--- src/rtl/serial_add_ctrl_pkg.sv ---
`default_nettype none
// ============================================================================
//  Module      : serial_add_ctrl_pkg
//  Description : Shared definitions for the bit-serial adder sequencer.
//                Holds the FSM state encoding and a helper that sizes the
//                bit counter.
//  Ports       : none (package)
//  Revision    : 1.0 - initial release
// ============================================================================
package serial_add_ctrl_pkg;

    // Sequencer state encoding; 2'd3 is unused and recovers to IDLE.
    typedef enum logic [1:0] {
        S_IDLE = 2'd0,
        S_RUN  = 2'd1,
        S_DONE = 2'd2
    } state_t;

    // Bit counter width: enough to count 0..WIDTH-1, never less than 1 bit.
    function automatic int cnt_width(input int width);
        return (width > 1) ? $clog2(width) : 1;
    endfunction

endpackage : serial_add_ctrl_pkg
`default_nettype wire

--- src/rtl/serial_add_ctrl_fa_bit.sv ---
`default_nettype none
// ============================================================================
//  Module      : fa_bit (with helper ha_bit)
//  Description : Purely combinational 1-bit full adder built from two half
//                adders and an OR gate.
//  Ports       : i_a, i_b, i_c  - addend bits and carry-in
//                o_s            - sum bit
//                o_c            - carry-out
//  Revision    : 1.0 - initial release
// ============================================================================
module ha_bit (
    input  logic i_x,
    input  logic i_y,
    output logic o_s,
    output logic o_c
);
    assign o_s = i_x ^ i_y;
    assign o_c = i_x & i_y;
endmodule : ha_bit

module fa_bit (
    input  logic i_a,
    input  logic i_b,
    input  logic i_c,
    output logic o_s,
    output logic o_c
);
    logic w_s0;
    logic w_c0;
    logic w_c1;

    ha_bit u_ha0 (
        .i_x (i_a),
        .i_y (i_b),
        .o_s (w_s0),
        .o_c (w_c0)
    );

    ha_bit u_ha1 (
        .i_x (w_s0),
        .i_y (i_c),
        .o_s (o_s),
        .o_c (w_c1)
    );

    // The two half-adder carries are never both set, so OR suffices.
    assign o_c = w_c0 | w_c1;
endmodule : fa_bit
`default_nettype wire

--- src/rtl/serial_add_ctrl.sv ---
`default_nettype none
// ============================================================================
//  Module      : serial_add_ctrl
//  Description : Bit-serial addition sequencer. Captures two WIDTH-bit
//                operands on start, feeds them LSB-first through a single
//                full-adder cell with a registered carry, then presents
//                sum/cout with a one-cycle done pulse.
//  Ports       : clk    - clock, rising edge
//                rst    - synchronous active-high reset
//                start  - request, sampled only in IDLE
//                a, b   - operands, sampled on the accepting edge
//                cin    - carry-in, sampled on the accepting edge
//                busy   - high whenever not IDLE
//                done   - one-cycle pulse in DONE
//                sum    - registered result
//                cout   - registered carry-out of bit WIDTH-1
//  Revision    : 1.0 - initial release
// ============================================================================
module serial_add_ctrl
    import serial_add_ctrl_pkg::*;
#(
    parameter int WIDTH = 8
) (
    input  logic             clk,
    input  logic             rst,
    input  logic             start,
    input  logic [WIDTH-1:0] a,
    input  logic [WIDTH-1:0] b,
    input  logic             cin,
    output logic             busy,
    output logic             done,
    output logic [WIDTH-1:0] sum,
    output logic             cout
);

    localparam int              CNT_W      = cnt_width(WIDTH);
    localparam logic [CNT_W-1:0] c_CNT_LAST = CNT_W'(WIDTH - 1);

    state_t             r_state;
    state_t             w_state_nxt;

    logic [WIDTH-1:0]   r_a_sh;
    logic [WIDTH-1:0]   r_b_sh;
    logic [WIDTH-1:0]   r_res_sh;
    logic               r_c;
    logic [CNT_W-1:0]   r_cnt;

    logic               w_s;
    logic               w_c;
    logic               w_last;
    logic [WIDTH-1:0]   w_res_nxt;

    fa_bit u_fa (
        .i_a (r_a_sh[0]),
        .i_b (r_b_sh[0]),
        .i_c (r_c),
        .o_s (w_s),
        .o_c (w_c)
    );

    // New sum bit enters at the MSB; after WIDTH shifts bit 0 holds the LSB.
    generate
        if (WIDTH == 1) begin : g_res_w1
            assign w_res_nxt = w_s;
        end else begin : g_res_wn
            logic w_unused_res_lsb;
            assign w_res_nxt        = {w_s, r_res_sh[WIDTH-1:1]};
            assign w_unused_res_lsb = r_res_sh[0];
        end
    endgenerate

    assign w_last = (r_cnt == c_CNT_LAST);

    // ------------------------------------------------------------------
    // FSM
    // ------------------------------------------------------------------
    always_ff @(posedge clk) begin
        if (rst) begin
            r_state <= S_IDLE;
        end else begin
            r_state <= w_state_nxt;
        end
    end

    always_comb begin
        w_state_nxt = S_IDLE;
        case (r_state)
            S_IDLE:  w_state_nxt = start  ? S_RUN  : S_IDLE;
            S_RUN:   w_state_nxt = w_last ? S_DONE : S_RUN;
            S_DONE:  w_state_nxt = S_IDLE;
            default: w_state_nxt = S_IDLE;
        endcase
    end

    // ------------------------------------------------------------------
    // Datapath: shift registers, carry, counter, result registers
    // ------------------------------------------------------------------
    always_ff @(posedge clk) begin
        if (rst) begin
            r_a_sh   <= '0;
            r_b_sh   <= '0;
            r_res_sh <= '0;
            r_c      <= 1'b0;
            r_cnt    <= '0;
            sum      <= '0;
            cout     <= 1'b0;
        end else begin
            case (r_state)
                S_IDLE: begin
                    if (start) begin
                        r_a_sh   <= a;
                        r_b_sh   <= b;
                        r_c      <= cin;
                        r_res_sh <= '0;
                        r_cnt    <= '0;
                    end
                end
                S_RUN: begin
                    r_a_sh   <= r_a_sh >> 1;
                    r_b_sh   <= r_b_sh >> 1;
                    r_res_sh <= w_res_nxt;
                    r_c      <= w_c;
                    if (w_last) begin
                        sum  <= w_res_nxt;
                        cout <= w_c;
                    end else begin
                        r_cnt <= r_cnt + CNT_W'(1);
                    end
                end
                default: begin
                end
            endcase
        end
    end

    assign busy = (r_state != S_IDLE);
    assign done = (r_state == S_DONE);

endmodule : serial_add_ctrl
`default_nettype wire

--- config.mk ---
export PLATFORM = sky130hd
export DESIGN_NAME = serial_add_ctrl
export DESIGN_NICKNAME = d
export VERILOG_FILES = /design/src/rtl/serial_add_ctrl_pkg.sv /design/src/rtl/serial_add_ctrl_fa_bit.sv /design/src/rtl/serial_add_ctrl.sv
export SDC_FILE = /design/constraint.sdc
export NUM_CORES = 1
export LEC_CHECK = 0
export CAP_MARGIN = 20
export CELL_PAD_IN_SITES_DETAIL_PLACEMENT = 1
export CELL_PAD_IN_SITES_GLOBAL_PLACEMENT = 1
export CORE_AREA = 2 2 86 63
export CTS_CLUSTER_SIZE = 40
export DETAILED_ROUTE_END_ITERATION = 7
export DIE_AREA = 0 0 88 65
export PLACE_DENSITY = 0.81
export SLEW_MARGIN = 20
export SYNTH_ARGS = -nofsm -noshare
export SYNTH_HDL_FRONTEND = slang
export SYNTH_SLANG_ARGS = --single-unit
--- constraint.sdc ---
create_clock -name clk -period 1.23 [get_ports clk]
set_input_delay 0.123 -clock clk [delete_from_list [all_inputs] [get_ports clk]]
set_output_delay 0.123 -clock clk [all_outputs]
set_load 0.005 [all_outputs]
Word level (Yosys, flattened, before mapping)
Cells that the tools add are included.
{ "word_totals": {"reg_bits": 39, "out_inout_bits": 11, "input_bits": 20, "wordCells": 39} }
{ "classes": {"n_reduce_logical": 6, "mux": 14, "bitwise_logic": 5, "addsub": 1, "n_eq_ne": 5} }
{ "ops": {"columns": ["op", "count"], "rows": [
  ["$pmux 8 s2", 3],
  ["$mux 8", 3],
  ["$mux 3", 2],
  ["$pmux 3 s2", 1],
  ["$ne 2x2->1 const B", 2],
  ["$pmux 2 s2", 1],
  ["$reduce_and 2->1", 2],
  ["$reduce_bool 2->1", 2],
  ["$add 3x1->3 const B", 1],
  ["$eq 3x3->1 const B", 1],
  ["$reduce_and 3->1", 1],
  ["$and 1x1->1", 2],
  ["$eq 2x1->1 const B", 1],
  ["$eq 2x2->1 const B", 1],
  ["$logic_not 2->1", 1],
  ["$mux 1", 2],
  ["$mux 2", 1],
  ["$pmux 1 s2", 1],
  ["$xor 1x1->1", 2],
  ["$or 1x1->1", 1]
]} }

Longest topological paths before layout
{ "depth": {"depth_word": 4, "ltp_mapped": 6, "depth_no_buf": 5} }

Hierarchy
Synthesis repeated with hierarchy kept, for this count alone.
{ "hier_totals": {"hier_cells": 184, "hier_area_um2": 1709.1} }
{ "by_module_without_submodules": {"columns": ["mod", "instances", "cells_per_inst", "area_per_inst_um2", "seq_area_each_um2"], "rows": [
  ["serial_add_ctrl", 1, 181, 1677.9, 760.7],
  ["ha_bit", 2, 1, 12.5, 0.0],
  ["fa_bit", 1, 1, 6.3, 0.0]
]} }

Worst setup path before layout
Ideal clock, no wire load.
{ "synth_timing": {"path_type": "register to register", "from": "register r_cnt[0]", "to": "register r_cnt[0]", "slack_ns": -0.093, "synth_period_minus_slack_ns": 1.323, "n_path_buf": 1, "t_required_ns": 1.154, "arrival_time_ns": 1.247, "setup_ns": 0.076, "stages_incl_launch_ff": 6, "path_cell_list": "dfxtp_1 ha_1 ha_1 clkbuf_1 nand3_1 a31oi_1"} }
{ "synth_between": {"elab_chain_len": 3, "word_cells_on_any_way": 6, "cone_classes": "1 x add/sub; 2 x eq/ne; 2 x mux; 1 x reduce/logical"} }
{ "synth_rtl": {"columns": ["item", "line", "source"], "rows": [
  ["start: declaration", "serial_add_ctrl.sv:46", "logic [CNT_W-1:0] r_cnt;"],
  ["start signal: assignment", "serial_add_ctrl.sv:127", "r_cnt <= r_cnt + CNT_W'(1);"],
  ["$add 3x1->3 / $eq 3x3->1 (equally long branches)", "serial_add_ctrl.sv:127, serial_add_ctrl.sv:72", null],
  ["$mux 3 / $ne 2x2->1 (equally long branches)", null, null],
  ["$pmux 3 s2 / $reduce_and 3->1 (equally long branches)", null, null]
]} }
Parallel ways exist; a longest one is shown, timed or not. The select of a mux whose other input is x is not followed.
A chain may end at the register's enable or synchronous reset.

Worst setup path in the final report
{ "layout_timing": {"from": "register r_state[0]", "to": "register r_res_sh[5]"} }
{ "layout_between": {"elab_chain_len": 3, "word_cells_on_any_way": 6, "cone_classes": "2 x eq/ne; 1 x mux; 3 x reduce/logical"} }
{ "layout_rtl": {"columns": ["item", "line", "source"], "rows": [
  ["start: declaration", "serial_add_ctrl.sv:39", "state_t r_state;"],
  ["start signal: assignment", "serial_add_ctrl.sv:81", "r_state <= w_state_nxt;"],
  ["$eq 2x1->1 / $logic_not 2->1 (equally long branches)", "serial_add_ctrl.sv:108", "case (r_state)"],
  ["$reduce_bool 2->1 (no source line) / $ne 2x2->1 (equally long branches)", null, null],
  ["$reduce_and 2->1 (no source line)", null, null],
  ["end signal: assignment", "serial_add_ctrl.sv:121", "r_res_sh <= w_res_nxt;"],
  ["end: declaration", "serial_add_ctrl.sv:44", "logic [WIDTH-1:0] r_res_sh;"]
]} }
Parallel ways exist; a longest one is shown, timed or not.

==> results.md <==
Hold path:
- The worst hold path belongs to the class reg2reg.
- The beginning of the worst hold path is sum[3].

GRT:
- For met2 alone, demand over resource in global routing was 0.262.
- The global-route layer with the greatest usage is met2.
- The number of antenna violations at the first check in global routing is 0.
- For this run, global-route usage on met1 was measured as 0.233.
- The final global-route overflow total is 0.
- The number of global-route vias before repair is roughly 1500.
- The overall fraction of global-route tracks in use is 0.173.
- The global-route wire length before repair is 7.60 mm.
- In the global route stage, met3 resource usage came out at 0.0586.
- Entering global routing, the biggest net connects 39 pins.

Setup path:
- The largest fanout on the critical path is 10.
- The endpoint class of the critical path is a flip-flop.
- Among all stages on the critical path, the largest delay is contributed by sky130_fd_sc_hd__dfxtp_4.
- The worst setup path is launched from a flip-flop.
- The number of buffers and inverters on the critical path is 3.
- In this run the worst setup path begins at r_state[0].
- The worst reg2reg path startpoint is r_state[0].
- Counting stages on the worst path, the most repeated cell is sky130_fd_sc_hd__buf_6.
- Walking the worst path, the cells encountered are buf_6, buf_6, o21bai_4, buf_12, a22oi_1, nor2_1.
- STA puts the critical path data required time at ~1.4 ns.
- For this run, the slowest stage of the critical path takes 0.39 ns.
- The worst register-to-register path has a setup slack of -0.009 ns.
- The class of the most critical setup path is reg2reg.
- The family with the most delay on the worst path is buffers and inverters.
- Data on the critical path arrives at its endpoint at 1.43 ns.

Detailed routing:
- The routed length per instance is ~16 um.
- The first detailed-routing pass took 4 iterations.
- The post-detailed-routing wire length is 4.85 mm.
- The iteration-0 DRC count of the detailed router is 69.
- The number of remaining DRC errors is 0.
- In this run the remaining antenna-violating nets after routing total 0.
- The total number of vias is 1481.
- Dividing the detail-routed via count by the number of cells gives 5.04.

Clocking:
- For this design, the sink count on the clock tree is 38.
- The number of buffers added to fix hold violations after cts is 0.
- After clock tree synthesis, the clock-pin slew on the worst setup and hold paths is ~0.08 ns.
- The number of H-tree levels is 2.
- The clock tree root driver cell is sky130_fd_sc_hd__clkbuf_8.
- The CTS tree is built.
- The maximum number of buffers from clock root to sink is 2.
- The clock insertion delay at the later pin of the skew report is ~0.30 ns.
- The number of buffers created by CTS is 5.

Synthesis:
- The total standard cell area after synthesis is 0.00162 mm2.
- The total number of yosys warnings is 0.
- Yosys mapped the design onto 26 distinct sky130hd cell types.
- The number of instances in the synthesized netlist is 175.
- Synthesis inferred 38 register bits.
- A synthesized cell averages 9.23 um2.
- Synthesis produced a netlist with a net count of 198.
- Of the synthesized area, sequential elements account for 0.471.

Pwr:
- The internal power contribution is 1.95 mW.
- The part of the total power dissipated in sequential elements is 0.497.
- The leakage power is 0.911 nW.
- Of the total power, the share spent switching nets is 0.279.
- Of the total power, combinational logic draws 0.183.
- The net load switching power is between 0.7 and 0.8 mW.
- The power per unit of standard cell area is 1140 mW/mm2.
- The share of total power dissipated in the clock network is 0.320.
- The worst vdd rail ir drop is 0.405 mV.

Die:
- The region available for standard cell placement spans 0.00498 mm2.
- The area of the die is 0.00572 mm2.
- The die height is 65 um.
- The effective utilization at floorplan is 0.324.
- The cell row count is 22.
- In this run the horizontal extent of the chip is 88 um.
- During I/O placement, the number of pins put on the boundary was 31.

Flow run:
- The max-capacitance violation count is 0.

Place:
- The placer's final routability congestion estimate is 0.761.
- The total of buffers placed on input and output ports is 30.
- The half-perimeter wire length after detailed placement is between 2 and 3 mm.
- After detailed placement, the total cell area comes to 0.00204 mm2.
- The worst slack after detailed placement is -0.207 ns.

Timing:
- The transition time at the pin with the least slew margin is 0.517 ns.
- The part of the cycle the worst path needs is 1.01.
- Setup violations remaining at the end of the flow were counted as 2.
- The minimum clock period is roughly 1.2 ns.
- The number of pins with negative max-slew slack in the final report was 0.
- The worst clock skew is between 0.01 and 0.015 ns.
- The hold violation total from the final report was 0.
- The worst slew margin relative to its limit is 0.655.
- Setup repair after global routing could not meet its margin everywhere.
- For this run, the top clock speed supported by timing is about 810 MHz.
- Once routing completed, OpenROAD measured the worst setup slack at -0.00897 ns.

Layout:
- The final-stage net count is roughly 240.
- The post-layout utilization of the core is 0.475.
- The area growth from synthesis to layout is 46.5%.
- The count of inserted antenna diode cells is 0.
- The post-route cell area is between 0.002 and 0.0025 mm2.
- The fraction of final layout cells sized beyond drive strength 1 is 0.329.

Run status:
- The checks that failed: setup timing.
- The run finished, with violations left.
## Yosys cell counts
library cell / instances / share of area
sky130_fd_sc_hd__o22ai_1: 11 / 0.043
sky130_fd_sc_hd__a211oi_2: 7 / 0.054
sky130_fd_sc_hd__buf_2: 4 / 0.012
sky130_fd_sc_hd__a32oi_1: 2 / 0.011
sky130_fd_sc_hd__nor3b_2: 1 / 0.0077
sky130_fd_sc_hd__a211oi_1: 8 / 0.037
sky130_fd_sc_hd__o2bb2ai_1: 4 / 0.022
sky130_fd_sc_hd__nand3_1: 12 / 0.037
sky130_fd_sc_hd__a21oi_1: 12 / 0.037
sky130_fd_sc_hd__clkbuf_1: 4 / 0.0093
sky130_fd_sc_hd__dfxtp_1: 38 / 0.47
sky130_fd_sc_hd__inv_1: 3 / 0.0070
sky130_fd_sc_hd__ha_1: 2 / 0.015
sky130_fd_sc_hd__nand3b_2: 1 / 0.0070
sky130_fd_sc_hd__nand2b_2: 1 / 0.0054
sky130_fd_sc_hd__nor2_1: 32 / 0.074
sky130_fd_sc_hd__nand2b_1: 1 / 0.0039
sky130_fd_sc_hd__nor2b_1: 2 / 0.0077
sky130_fd_sc_hd__o21bai_2: 1 / 0.0070
sky130_fd_sc_hd__buf_6: 4 / 0.028
sky130_fd_sc_hd__a22oi_1: 9 / 0.042
sky130_fd_sc_hd__o21ba_4: 1 / 0.010
sky130_fd_sc_hd__fa_1: 1 / 0.012
sky130_fd_sc_hd__a31oi_1: 1 / 0.0039
sky130_fd_sc_hd__buf_4: 2 / 0.0093
sky130_fd_sc_hd__nand2_1: 11 / 0.026
## per-layer routing
metal,vias up,wire length (um)
met5,-,0
met4,0,56
met3,6,192
met2,26,2170
met1,720,2430
li1,729,-
## metrics by stage
step                setup TNS [ns]  hold WS [ns]  total power [mW]  cells
floorplan                        0         0.295              1.59    175
global placement             -2.72         0.448              1.73    277
detailed placement           -4.19         0.448              1.74    277
CTS                              0         0.456              2.65    290
global route                -0.426         0.481              2.81    294
finish                     -0.0147         0.453              2.70    294
## final timing paths
kind | endpoint | cells after the start
max reg2reg | r_res_sh[5] | 6
min reg2reg | sum[3] | 2
max | r_res_sh[5] | 6
min | sum[3] | 2
## power by group through the flow
| stage | clock [mW] | sequential [mW] | combinational (mW) |
|---|---|---|---|
| global route | 0.928 | 1.35 | 0.535 |
| finish | 0.865 | 1.34 | 0.494 |
| global placement | 0 | 1.36 | 0.374 |
| CTS | 0.883 | 1.33 | 0.434 |
| detailed placement | 0 | 1.36 | 0.382 |
| floorplan | 0 | 1.35 | 0.243 |
## cells in the final DEF, fill, tap and decap left out, drive strengths merged
cell type	count
a211oi	15
a21oi	12
a22oi	9
a31oi	1
a32oi	2
buf	21
clkbuf	6
clkdlybuf4s15	1
clkdlybuf4s50	18
clkinv	2
clkinvlp	1
dfxtp	38
dlygate4sd2	9
dlymetal6s2s	1
fa	1
ha	2
inv	2
nand2	11
nand2b	3
nand3	12
nand3b	2
nor2	32
nor2b	2
nor3b	1
o21ba	2
o21bai	1
o22ai	11
o2bb2ai	4
## final cells by class
type	count	area, um2
flip-flops and latches	38	773
inverters	3	15.0
repair buffers	50	480
multi-input cells	123	921
fillers	574	2620
clock buffers	6	72.6
clock inverters	2	13.8
well taps	72	90.1
## cell families after synthesis
logic type,count (synthesis),share of synthesized area
buffers and inverters,17,0.0658
DFF,38,0.471
and+or+nand+nor,61,0.169
adders and majority gates,3,0.0279
AOI/OAI and AO/OA,56,0.266
## flip-flops by register name (all words and copies together), names as in the netlist
register and cells:
cout 1, r_a_sh 8, r_b_sh 8, r_c 1, r_cnt 3, r_res_sh 7, r_state 2, sum 8
## worst min-delay path, cell delays in order, from the launching register on
cell	delay [ns]
sky130_fd_sc_hd__dfxtp_1	0.31
sky130_fd_sc_hd__nand2_1	0.05
sky130_fd_sc_hd__a21oi_1	0.05
## timing repair
action	in CTS	in global routing
endpoints found under the setup margin	48	32
gates resized for setup	36	26
cloned	1	3
buffers inserted	4	1
pin swaps	2	16
(Power assumes the default switching activity.)
